**src/rtl/aes_mc_pkg.sv**
```systemverilog
// Shared GF(2^8) helpers and types for the MixColumns datapath.
package aes_mc_pkg;

  localparam logic [7:0] AES_POLY = 8'h1B;

  typedef enum logic {
    MC_FWD = 1'b0,
    MC_INV = 1'b1
  } mc_mode_e;

  // Element 0 is the most significant byte (a0).
  typedef logic [0:3][7:0] aes_col_t;

  // Per byte: a, 2a, 4a, 8a -- every coefficient is an XOR of these.
  typedef struct packed {
    aes_col_t x0;
    aes_col_t x1;
    aes_col_t x2;
    aes_col_t x3;
  } mc_prod_t;

  function automatic logic [7:0] xtime(input logic [7:0] a);
    return {a[6:0], 1'b0} ^ (a[7] ? AES_POLY : 8'h00);
  endfunction

  function automatic logic [7:0] gf_mul_2(input logic [7:0] a);
    return xtime(a);
  endfunction

  function automatic logic [7:0] gf_mul_3(input logic [7:0] a);
    return xtime(a) ^ a;
  endfunction

  function automatic logic [7:0] gf_mul_9(input logic [7:0] a);
    return xtime(xtime(xtime(a))) ^ a;
  endfunction

  function automatic logic [7:0] gf_mul_11(input logic [7:0] a);
    return xtime(xtime(xtime(a))) ^ xtime(a) ^ a;
  endfunction

  function automatic logic [7:0] gf_mul_13(input logic [7:0] a);
    return xtime(xtime(xtime(a))) ^ xtime(xtime(a)) ^ a;
  endfunction

  function automatic logic [7:0] gf_mul_14(input logic [7:0] a);
    return xtime(xtime(xtime(a))) ^ xtime(xtime(a)) ^ xtime(a);
  endfunction

endpackage

```
**src/rtl/aes_mixcol_col.sv**
```systemverilog
// One-column MixColumns/InvMixColumns, split into an xtime product half and
// an XOR combine half so the parent can register between them.
module aes_mixcol_col
  import aes_mc_pkg::*;
(
  input  aes_col_t col_in,
  output mc_prod_t prod,
  input  mc_prod_t prod_in,
  input  mc_mode_e mode,
  output aes_col_t col_out
);

  always_comb begin
    logic [7:0] t1, t2;
    prod = '0;
    for (int i = 0; i < 4; i++) begin
      t1 = xtime(col_in[i]);
      t2 = xtime(t1);
      prod.x0[i] = col_in[i];
      prod.x1[i] = t1;
      prod.x2[i] = t2;
      prod.x3[i] = xtime(t2);
    end
  end

  // Row i uses coefficient k on byte (i+k) mod 4.
  always_comb begin
    logic [1:0] j1, j2, j3;
    logic [7:0] m0, m1, m2, m3;
    col_out = '0;
    for (int i = 0; i < 4; i++) begin
      j1 = 2'(i + 1);
      j2 = 2'(i + 2);
      j3 = 2'(i + 3);
      if (mode == MC_INV) begin
        m0 = prod_in.x3[i]  ^ prod_in.x2[i]  ^ prod_in.x1[i];
        m1 = prod_in.x3[j1] ^ prod_in.x1[j1] ^ prod_in.x0[j1];
        m2 = prod_in.x3[j2] ^ prod_in.x2[j2] ^ prod_in.x0[j2];
        m3 = prod_in.x3[j3] ^ prod_in.x0[j3];
      end else begin
        m0 = prod_in.x1[i];
        m1 = prod_in.x1[j1] ^ prod_in.x0[j1];
        m2 = prod_in.x0[j2];
        m3 = prod_in.x0[j3];
      end
      col_out[i] = m0 ^ m1 ^ m2 ^ m3;
    end
  end

endmodule

```
**src/rtl/aes_mixcol_pipe.sv**
```systemverilog
// Pipelined MixColumns/InvMixColumns over NUM_COL columns with valid/ready
// flow control; REG_MID adds a register after the xtime product stage.
module aes_mixcol_pipe
  import aes_mc_pkg::*;
#(
  parameter int NUM_COL = 4,
  parameter int TAG_W   = 4,
  parameter int REG_MID = 1
) (
  input  logic                   clk,
  input  logic                   rst_n,
  input  logic                   in_valid,
  output logic                   in_ready,
  input  logic                   in_inv,
  input  logic [TAG_W-1:0]       in_tag,
  input  logic [32*NUM_COL-1:0]  in_data,
  output logic                   out_valid,
  input  logic                   out_ready,
  output logic [TAG_W-1:0]       out_tag,
  output logic [32*NUM_COL-1:0]  out_data
);

  mc_prod_t [NUM_COL-1:0] prod_d;
  mc_prod_t [NUM_COL-1:0] prod_c;
  aes_col_t [NUM_COL-1:0] res;
  mc_mode_e               mode_c;
  logic                   mid_valid;
  logic [TAG_W-1:0]       mid_tag;
  logic                   out_load;

  assign out_load = !out_valid || out_ready;

  for (genvar c = 0; c < NUM_COL; c++) begin : g_col
    aes_mixcol_col u_col (
      .col_in  (in_data[32*c +: 32]),
      .prod    (prod_d[c]),
      .prod_in (prod_c[c]),
      .mode    (mode_c),
      .col_out (res[c])
    );
  end

  if (REG_MID != 0) begin : g_mid
    logic                   s1_valid;
    mc_prod_t [NUM_COL-1:0] s1_prod;
    mc_mode_e               s1_mode;
    logic [TAG_W-1:0]       s1_tag;

    always_ff @(posedge clk or negedge rst_n) begin
      if (!rst_n) begin
        s1_valid <= 1'b0;
        s1_prod  <= '0;
        s1_mode  <= MC_FWD;
        s1_tag   <= '0;
      end else if (in_ready) begin
        s1_valid <= in_valid;
        if (in_valid) begin
          s1_prod <= prod_d;
          s1_mode <= mc_mode_e'(in_inv);
          s1_tag  <= in_tag;
        end
      end
    end

    assign in_ready  = !s1_valid || out_load;
    assign prod_c    = s1_prod;
    assign mode_c    = s1_mode;
    assign mid_valid = s1_valid;
    assign mid_tag   = s1_tag;
  end else begin : g_flat
    assign in_ready  = out_load;
    assign prod_c    = prod_d;
    assign mode_c    = mc_mode_e'(in_inv);
    assign mid_valid = in_valid;
    assign mid_tag   = in_tag;
  end

  always_ff @(posedge clk or negedge rst_n) begin
    if (!rst_n) begin
      out_valid <= 1'b0;
      out_data  <= '0;
      out_tag   <= '0;
    end else if (out_load) begin
      out_valid <= mid_valid;
      if (mid_valid) begin
        out_data <= res;
        out_tag  <= mid_tag;
      end
    end
  end

endmodule

```
**config.mk**
```make
export PLATFORM = sky130hd
export DESIGN_NAME = aes_mixcol_pipe
export DESIGN_NICKNAME = d
export VERILOG_FILES = /design/src/rtl/aes_mc_pkg.sv /design/src/rtl/aes_mixcol_col.sv /design/src/rtl/aes_mixcol_pipe.sv
export SDC_FILE = /design/constraint.sdc
export NUM_CORES = 1
export LEC_CHECK = 0
export CORE_MARGIN = 5
export CORE_UTILIZATION = 55
export CTS_BUF_LIST = sky130_fd_sc_hd__clkbuf_16
export DETAILED_ROUTE_END_ITERATION = 7
export GPL_ROUTABILITY_DRIVEN = 0
export PLACE_DENSITY_LB_ADDON = 0.05
export SLEW_MARGIN = 20
export SYNTH_ARGS = -nofsm -noshare
export SYNTH_HDL_FRONTEND = slang
export SYNTH_SLANG_ARGS = --single-unit
```
**constraint.sdc**
```tcl
create_clock -name clk -period 2.3 [get_ports clk]
set_input_delay 0.69 -clock clk [delete_from_list [all_inputs] [get_ports clk]]
set_output_delay 0.69 -clock clk [all_outputs]
set_load 0.03 [all_outputs]
```
# [Word level (Yosys, flattened, before mapping)]
# Index checks and enable logic that the tools add are counted.
[word_totals] register_bits=651
[op_classes] n_mux=112 bitwise=208 n_reduce_logical=6
[ops] op="XOR 8 bit" n=208
[ops] op="2-to-1 mux 8 bit" n=64
[ops] op="2-to-1 mux 5 bit" n=48
[ops] op="AND reduction 2 bit" n=2
[ops] op="logical NOT 1 bit" n=2
[ops] op="logical OR 1 bit" n=2

# [Depth between registers and ports, before layout]
# Gate-level depths: netlist of run 1.
[logic_depth] word_depth=6 ltp_mapped=8 mapped_depth_nobuf=5

# [By module]
# A second synthesis of run 1 with hierarchy kept.
[unflattened] hier_cells=2733 hier_area_um2=36261.0
[by_module_without_submodules] module="aes_mixcol_pipe" instances=1 cells_per_inst=1377 area_each_um2=24664.9 seq_area_each_um2=16290.6
[by_module_without_submodules] module="aes_mixcol_col" instances=4 cells_per_inst=339 area_each_um2=2899.0 seq_area_each_um2=0.0

# [Worst setup path before layout of run 1]
# OpenSTA, ideal clock, no wires.
[synth_timing] path_kind="input to register" startpoint="in out_ready" endpoint="reg g_mid.s1_mode" setup_time_ns=0.125 t_arrival_ns=2.309 t_required_ns=2.175 path_slack_ns=-0.134 cell_stages=6 path_buffers=3 cell_sequence="nand3b_1 -> nand2_1 -> buf_2 -> clkbuf_1 -> buf_2 -> mux2_2"
[synth_between] elab_chain_len=3
[synth_rtl] item="start, declared" line_no="aes_mixcol_pipe.sv:18" source="input logic out_ready,"
[synth_rtl] item="logical OR 1 bit" line_no="aes_mixcol_pipe.sv:31" source="assign out_load = !out_valid || out_ready;"
[synth_rtl] item="logical OR 1 bit" line_no="aes_mixcol_pipe.sv:65" source="assign in_ready = !s1_valid || out_load;"
[synth_rtl] item="AND reduction 2 bit (no source line)"
[synth_rtl] item="end signal, assigned" line_no="aes_mixcol_pipe.sv:59" source="s1_mode <= mc_mode_e'(in_inv);"
[synth_rtl] item="end, declared" line_no="aes_mixcol_pipe.sv:46" source="mc_mode_e s1_mode;"
# Every way passes these cells.
# A chain may end at the register's enable or synchronous reset.

# [Worst setup path in the final report of run 1]
[layout_timing] startpoint="in out_ready" endpoint="out in_ready"
[layout_between] elab_chain_len=2
[layout_rtl] item="logical OR 1 bit" line_no="aes_mixcol_pipe.sv:31"
[layout_rtl] item="logical OR 1 bit" line_no="aes_mixcol_pipe.sv:65"
[layout_rtl] item="end, declared" line_no="aes_mixcol_pipe.sv:13" source="output logic in_ready,"
# Every way passes these cells.

==> impl_metrics.env, run 1 <==
export IMPL_status="completed"
export IMPL_cp_max_fo=2
export IMPL_vdd_drop_max_mv=0.874
export IMPL_root_buffer="clkbuf_16"
export IMPL_wirelength_um=55400
export IMPL_grt_pass1_vias=16100
export IMPL_worst_setup_path_start_kind="input port"
export IMPL_hold_viol_final=0
export IMPL_finalCriticalPeriod_ps=2150
export IMPL_die_area_um2=47200
export IMPL_arrival_ps=1460
export IMPL_max_slew_margin=0.536
export IMPL_cp_buffers_inverters=2
export IMPL_yosysWarnings=0
export IMPL_fin_nets=2517
export IMPL_max_stage_delay_ps=410
export IMPL_place_area_um2=27400
export IMPL_io_buffers=270
export IMPL_seqPwrFrac=0.306
export IMPL_die_x_um=217
export IMPL_switchingPower_mw=13.2
export IMPL_die_y_um=217
export IMPL_vias=15200
export IMPL_timing_final_crit_share=0.937
export IMPL_start_util=0.553
export IMPL_syn_avg_cell_area_um2=11.3
export IMPL_swShare=0.374
export IMPL_drt_iter0_markers=695
export IMPL_drive_above_1_share=0.158
export IMPL_cellPowerDensity_nw_per_um2=1230
export IMPL_gr_usage_all_layers=0.236
export IMPL_layout_common_cells="537 x xnor2_1, 410 x dfrtp_1, 276 x nand2_1, 219 x o21ai_0, 201 x mux2_2"
export IMPL_fin_ws_ps=145
export IMPL_slowest_stage="clkdlybuf4s50_1"
export IMPL_ys_seq_elements=411
export IMPL_fmax_mhz=464
export IMPL_internal_power_mw=22.1
export IMPL_final_max_slew_viol_count=0
export IMPL_place_ws_ps=-144
export IMPL_hold_ws_ps=52.7
export IMPL_dpl_hpwl_um=42600
export IMPL_grt_antenna_before_repair=1
export IMPL_ys_seq_area_frac=0.435
export IMPL_drc_errors=0
export IMPL_synthDistinctLibCells=31
export IMPL_rsz0062_at_grt="false"
export IMPL_crit_type="in2out"
export IMPL_power_mw=35.4
export IMPL_cp_cell_sequence="clkdlybuf4s50_1, nand3b_1, buf_4"
export IMPL_core_rowCount=76
export IMPL_grt_pass1_wl_um=88700
export IMPL_postRouteAntennaNets=0
export IMPL_p_comb_frac=0.491
export IMPL_firstDrtPassIters=5
export IMPL_cp_required_ps=1610
export IMPL_drv_cap=0
export IMPL_syn_inst=2098
export IMPL_fillCellCount=3451
export IMPL_wl_per_cell_um=18.7
export IMPL_syn_nets=2235
export IMPL_setup_viol_count_final=0
export IMPL_end_kind="primary output"
export IMPL_syn_to_final_growth_pct=21.4
export IMPL_critical_path_top_delay_family="buffers and inverters"
export IMPL_skew_ps=10.7
export IMPL_ios=271
export IMPL_clkTransAtPathRegs_ps=50
export IMPL_via_per_inst=5.12
export IMPL_clkPwrFrac=0.203
export IMPL_clock_path_buffers=3
export IMPL_p_leak_nw=12.4
export IMPL_overflow=0
export IMPL_synth_area_um2=23600
export IMPL_antenna_cells=0
export IMPL_core_area_um2=42800
export IMPL_hp_class="in2async"
export IMPL_numCtsBuffers=47
export IMPL_worstSkewPairLatency_ps=560
export IMPL_final_common_cell="xnor2_1"
export IMPL_cts_tree="built"
export IMPL_stdcell_area_um2=28700
export IMPL_tightest_slew_ps=696
export IMPL_clock_sinks=411
export IMPL_ctsHtreeMaxLevel=2
export IMPL_grt_max_degree=70
==> worst register-to-register path: cells and delay by family, from the launching register on <==
family / cells / cell delay, ps
XOR/XNOR: 3 / 950
flip-flops: 1 / 380
multiplexers: 2 / 680
==> what timing repair did <==
item                                    4_1_cts  5_1_grt
gates cloned                                  0        0
gates resized for setup                     128        5
hold endpoints to repair                      0        0
hold buffers                                  0        0
endpoints found under the setup margin      129        5
buffers inserted                              1        0
==> area by class of cell <==
class                      count  area, um^2  share of cell area
timing repair buffer         370        3520               0.123
inverter                       1        3.75            0.000131
multi-input combinational   1549       12700               0.444
sequential                   411       10300               0.358
clock inverter                35         246             0.00858
tap                          546         683              0.0238
clock buffer                  49        1230              0.0427
==> power by group through the flow <==
stage,clock network (mW),logic (mW),registers [mW]
after floorplan,0,11.1,12.7
after global placement,0,18.0,10.9
after detailed placement,0,18.3,11.0
after CTS,7.37,17.6,10.8
after global routing,7.68,18.8,11.1
final,7.17,17.4,10.8
==> per-stage QoR <==
step	utilization	TNS, ps	instances
floorplan	-	-1790	2098
global placement	0.640	-17790	2877
detailed placement	0.640	-20290	2877
CTS	0.671	0	2961
global route	0.671	0	2961
finish	0.671	0	2961
==> logic make-up after synthesis <==
logic type      synth area share
compound gates            0.0483
simple gates              0.0580
buf+inv                   0.0272
mux                        0.101
xor+xnor                   0.331
flops                      0.435
==> layer usage <==
metal  up-vias  track usage  wire length (um)
met5         -            0                11
met4         2       0.0575              1090
met3        73       0.0417              2390
met2       269        0.390             26500
met1      7471        0.330             25400
li1       7342            -                 -
==> cells in the mapped netlist <==
cell | instances | area (um^2)
xnor3_1 | 62 | 1400
nor2_2 | 1 | 6.26
mux2_2 | 201 | 2260
and2_1 | 9 | 56.3
buf_2 | 32 | 160
xnor2_1 | 537 | 4700
clkbuf_1 | 80 | 300
o21ai_1 | 9 | 45.0
clkbuf_8 | 4 | 55.1
xor3_1 | 7 | 166
dfrtp_1 | 411 | 10300
xnor2_4 | 1 | 27.5
nor2_1 | 13 | 48.8
clkbuf_2 | 1 | 5.00
inv_1 | 1 | 3.75
mux2i_1 | 10 | 100
or2_2 | 1 | 6.26
xnor2_2 | 4 | 65.1
buf_4 | 4 | 30.0
xor2_4 | 1 | 27.5
buf_1 | 12 | 45.0
buf_6 | 4 | 45.0
nor3_1 | 2 | 10.0
xor2_1 | 159 | 1390
nand2_1 | 278 | 1040
and2_4 | 2 | 17.5
xor2_2 | 3 | 48.8
nand2b_1 | 28 | 175
mux2_4 | 1 | 15.0
nand3b_1 | 1 | 7.51
o21ai_0 | 219 | 1100
==> final timing paths <==
path / slack [ps] / cells after the start / endpoint / startpoint
worst min-delay path: 50 / 1 / out_data[54] / rst_n
max in group asynchronous: 1460 / 2 / g_mid.s1_prod[297] / rst_n
min in group clk: 470 / 2 / out_data[77] / out_data[77]
worst min register to register: 470 / 2 / out_data[77] / out_data[77]
worst max-delay path: 150 / 3 / in_ready / out_ready
worst max register to register: 180 / 5 / out_data[98] / g_mid.s1_prod[441]
==> registers in the layout, summed over array words and instances (netlist names) <==
name	cells
out_data	128
out_tag	4
out_valid	1
g_mid.s1_mode	1
g_mid.s1_prod	272
g_mid.s1_tag	4
g_mid.s1_valid	1
No activity file was read; power rests on OpenSTA's default activity.
==> inputs of run 2 (changes only) <==
--- a/config.mk
+++ b/config.mk
@@ -5,7 +5,6 @@
 export SDC_FILE = /design/constraint.sdc
 export NUM_CORES = 1
 export LEC_CHECK = 0
-export CORE_MARGIN = 5
 export CORE_UTILIZATION = 55
 export CTS_BUF_LIST = sky130_fd_sc_hd__clkbuf_16
 export DETAILED_ROUTE_END_ITERATION = 7
==> run 2 against run 1 <==
Combinational power about the same; register-to-register slack about the same; setup slack got worse by 100 ps; sequential share of layout area increased by 0.24 points; critical path depth decreased by 2.
==> impl_metrics.env, run 2 (synthesized netlist as in run 1, its figures left out) <==
export IMPL_syn_to_final_growth_pct=20.6
export IMPL_largestRegisters="g_mid.s1_prod (272), out_data (128)"
export IMPL_cts_hold_buffers=0
export IMPL_drv_cap=0
export IMPL_root_buffer="clkbuf_16"
export IMPL_rsz0062_at_grt="false"
export IMPL_cp_max_fo=2
export IMPL_tightest_slew_ps=606
export IMPL_top_register="g_mid.s1_prod"
export IMPL_max_stage_delay_ps=670
export IMPL_vdd_drop_max_mv=0.796
export IMPL_fin_ws_ps=40.6
export IMPL_final_max_slew_viol_count=0
export IMPL_p_leak_nw=12.4
export IMPL_clock_path_buffers=3
export IMPL_clock_sinks=411
export IMPL_slowest_stage="clkdlybuf4s50_1"
export IMPL_start_util=0.561
export IMPL_cts_tree="built"
export IMPL_timing_final_crit_share=0.982
export IMPL_layout_common_cells="537 x xnor2_1, 410 x dfrtp_1, 276 x nand2_1, 219 x o21ai_0, 201 x mux2_2"
export IMPL_cellPowerDensity_nw_per_um2=1220
export IMPL_hp_class="in2async"
export IMPL_cp_cell_sequence="clkdlybuf4s50_1"
export IMPL_critical_path_top_delay_family="buffers and inverters"
export IMPL_die_y_um=209
export IMPL_status="completed"
export IMPL_drc_errors=0
export IMPL_post_route_util=0.677
export IMPL_die_x_um=209
export IMPL_gr_usage_all_layers=0.254
export IMPL_skew_ps=10.7
export IMPL_antenna_cells=0
export IMPL_via_per_inst=5.14
export IMPL_worst_setup_path_start_kind="flip-flop"
export IMPL_numCtsBuffers=45
export IMPL_finalCriticalPeriod_ps=2260
export IMPL_vias=15100
export IMPL_drive_above_1_share=0.154
export IMPL_wirelength_um=54300
export IMPL_grt_pass1_wl_um=86900
export IMPL_fmax_mhz=443
export IMPL_grt_antenna_before_repair=0
export IMPL_core_area_um2=42100
export IMPL_cp_buffers_inverters=1
export IMPL_drt_iter0_markers=723
export IMPL_hold_viol_final=0
export IMPL_core_rowCount=75
export IMPL_arrival_ps=1570
export IMPL_max_slew_margin=0.593
export IMPL_cp_required_ps=1610
export IMPL_end_kind="primary output"
export IMPL_final_common_cell="xnor2_1"
export IMPL_firstDrtPassIters=7
export IMPL_worstSkewPairLatency_ps=560
export IMPL_grt_pass1_vias=15800
export IMPL_clkTransAtPathRegs_ps=60
export IMPL_hold_ws_ps=48.2
export IMPL_grt_max_degree=76
export IMPL_dpl_hpwl_um=41400
export IMPL_postRouteAntennaNets=0
export IMPL_overflow=0
export IMPL_die_area_um2=43800
export IMPL_io_buffers=270
export IMPL_ctsHtreeMaxLevel=2
export IMPL_setup_viol_count_final=0
export IMPL_wl_per_cell_um=18.5
export IMPL_place_ws_ps=-178
export IMPL_fillCellCount=3237
export IMPL_power_mw=34.9
export IMPL_fin_nets=2507
export IMPL_ios=271
export IMPL_largest_reg_flops=272
export IMPL_crit_type="reg2out"
==> run 2: final timing paths <==
check / from / endpoint / slack (ps) / depth (start not counted)
worst max-delay path: out_data[118] / out_data[118] / 40 / 1
worst min-delay path: rst_n / g_mid.s1_prod[140] / 50 / 1
worst max register to register: g_mid.s1_prod[92] / out_data[14] / 170 / 5
worst min register to register: out_data[92] / out_data[92] / 470 / 2
max in group asynchronous: rst_n / out_tag[1] / 1440 / 2
min in group clk: out_data[92] / out_data[92] / 470 / 2
==> run 2: power breakdown <==
group / leakage, nW / internal [mW] / switching [mW] / total [mW]
combinational: 6.78 / 8.73 / 8.67 / 17.4
sequential: 4.93 / 9.21 / 1.66 / 10.9
clock: 0.690 / 3.76 / 2.91 / 6.66
==> run 2: per-stage QoR <==
stage / instance area (um^2) / std cells / TNS, ps
CTS: 28500 / 2942 / 0
finish: 28500 / 2942 / 0
detailed placement: 27300 / 2861 / -27170
floorplan: 23700 / 2098 / -1790
global placement: 27300 / 2861 / -24360
global route: 28500 / 2942 / 0
==> run 2: routing by layer <==
layer | GRT usage | wire length (um)
met5 | 0 | 0
met3 | 0.0401 | 2090
met4 | 0.0629 | 1110
met1 | 0.356 | 25400
met2 | 0.415 | 25700
==> run 2: area by class of cell <==
class	instances	area, um^2	share of cell area
Clock buffer	45	1130	0.0395
Multi-Input combinational cell	1549	12700	0.447
Inverter	1	3.75	0.000132
Tap cell	539	674	0.0236
Clock inverter	35	203	0.00711
Sequential cell	411	10300	0.361
Timing Repair Buffer	362	3480	0.122
==> run 2: what timing repair did <==
item,in CTS,in global routing
endpoints found under the setup margin,112,20
setup buffers,1,0
gates resized for setup,111,20
==> inputs of run 3 (changes only) <==
--- a/config.mk
+++ b/config.mk
@@ -5,12 +5,12 @@
 export SDC_FILE = /design/constraint.sdc
 export NUM_CORES = 1
 export LEC_CHECK = 0
+export ABC_CLOCK_PERIOD_IN_PS = 2300
 export CORE_UTILIZATION = 55
 export CTS_BUF_LIST = sky130_fd_sc_hd__clkbuf_16
 export DETAILED_ROUTE_END_ITERATION = 7
 export GPL_ROUTABILITY_DRIVEN = 0
 export PLACE_DENSITY_LB_ADDON = 0.05
-export SLEW_MARGIN = 20
 export SYNTH_ARGS = -nofsm -noshare
 export SYNTH_HDL_FRONTEND = slang
 export SYNTH_SLANG_ARGS = --single-unit
==> results of run 3 <==
The final DEF is identical to that of run 2; final timing and power are the same.
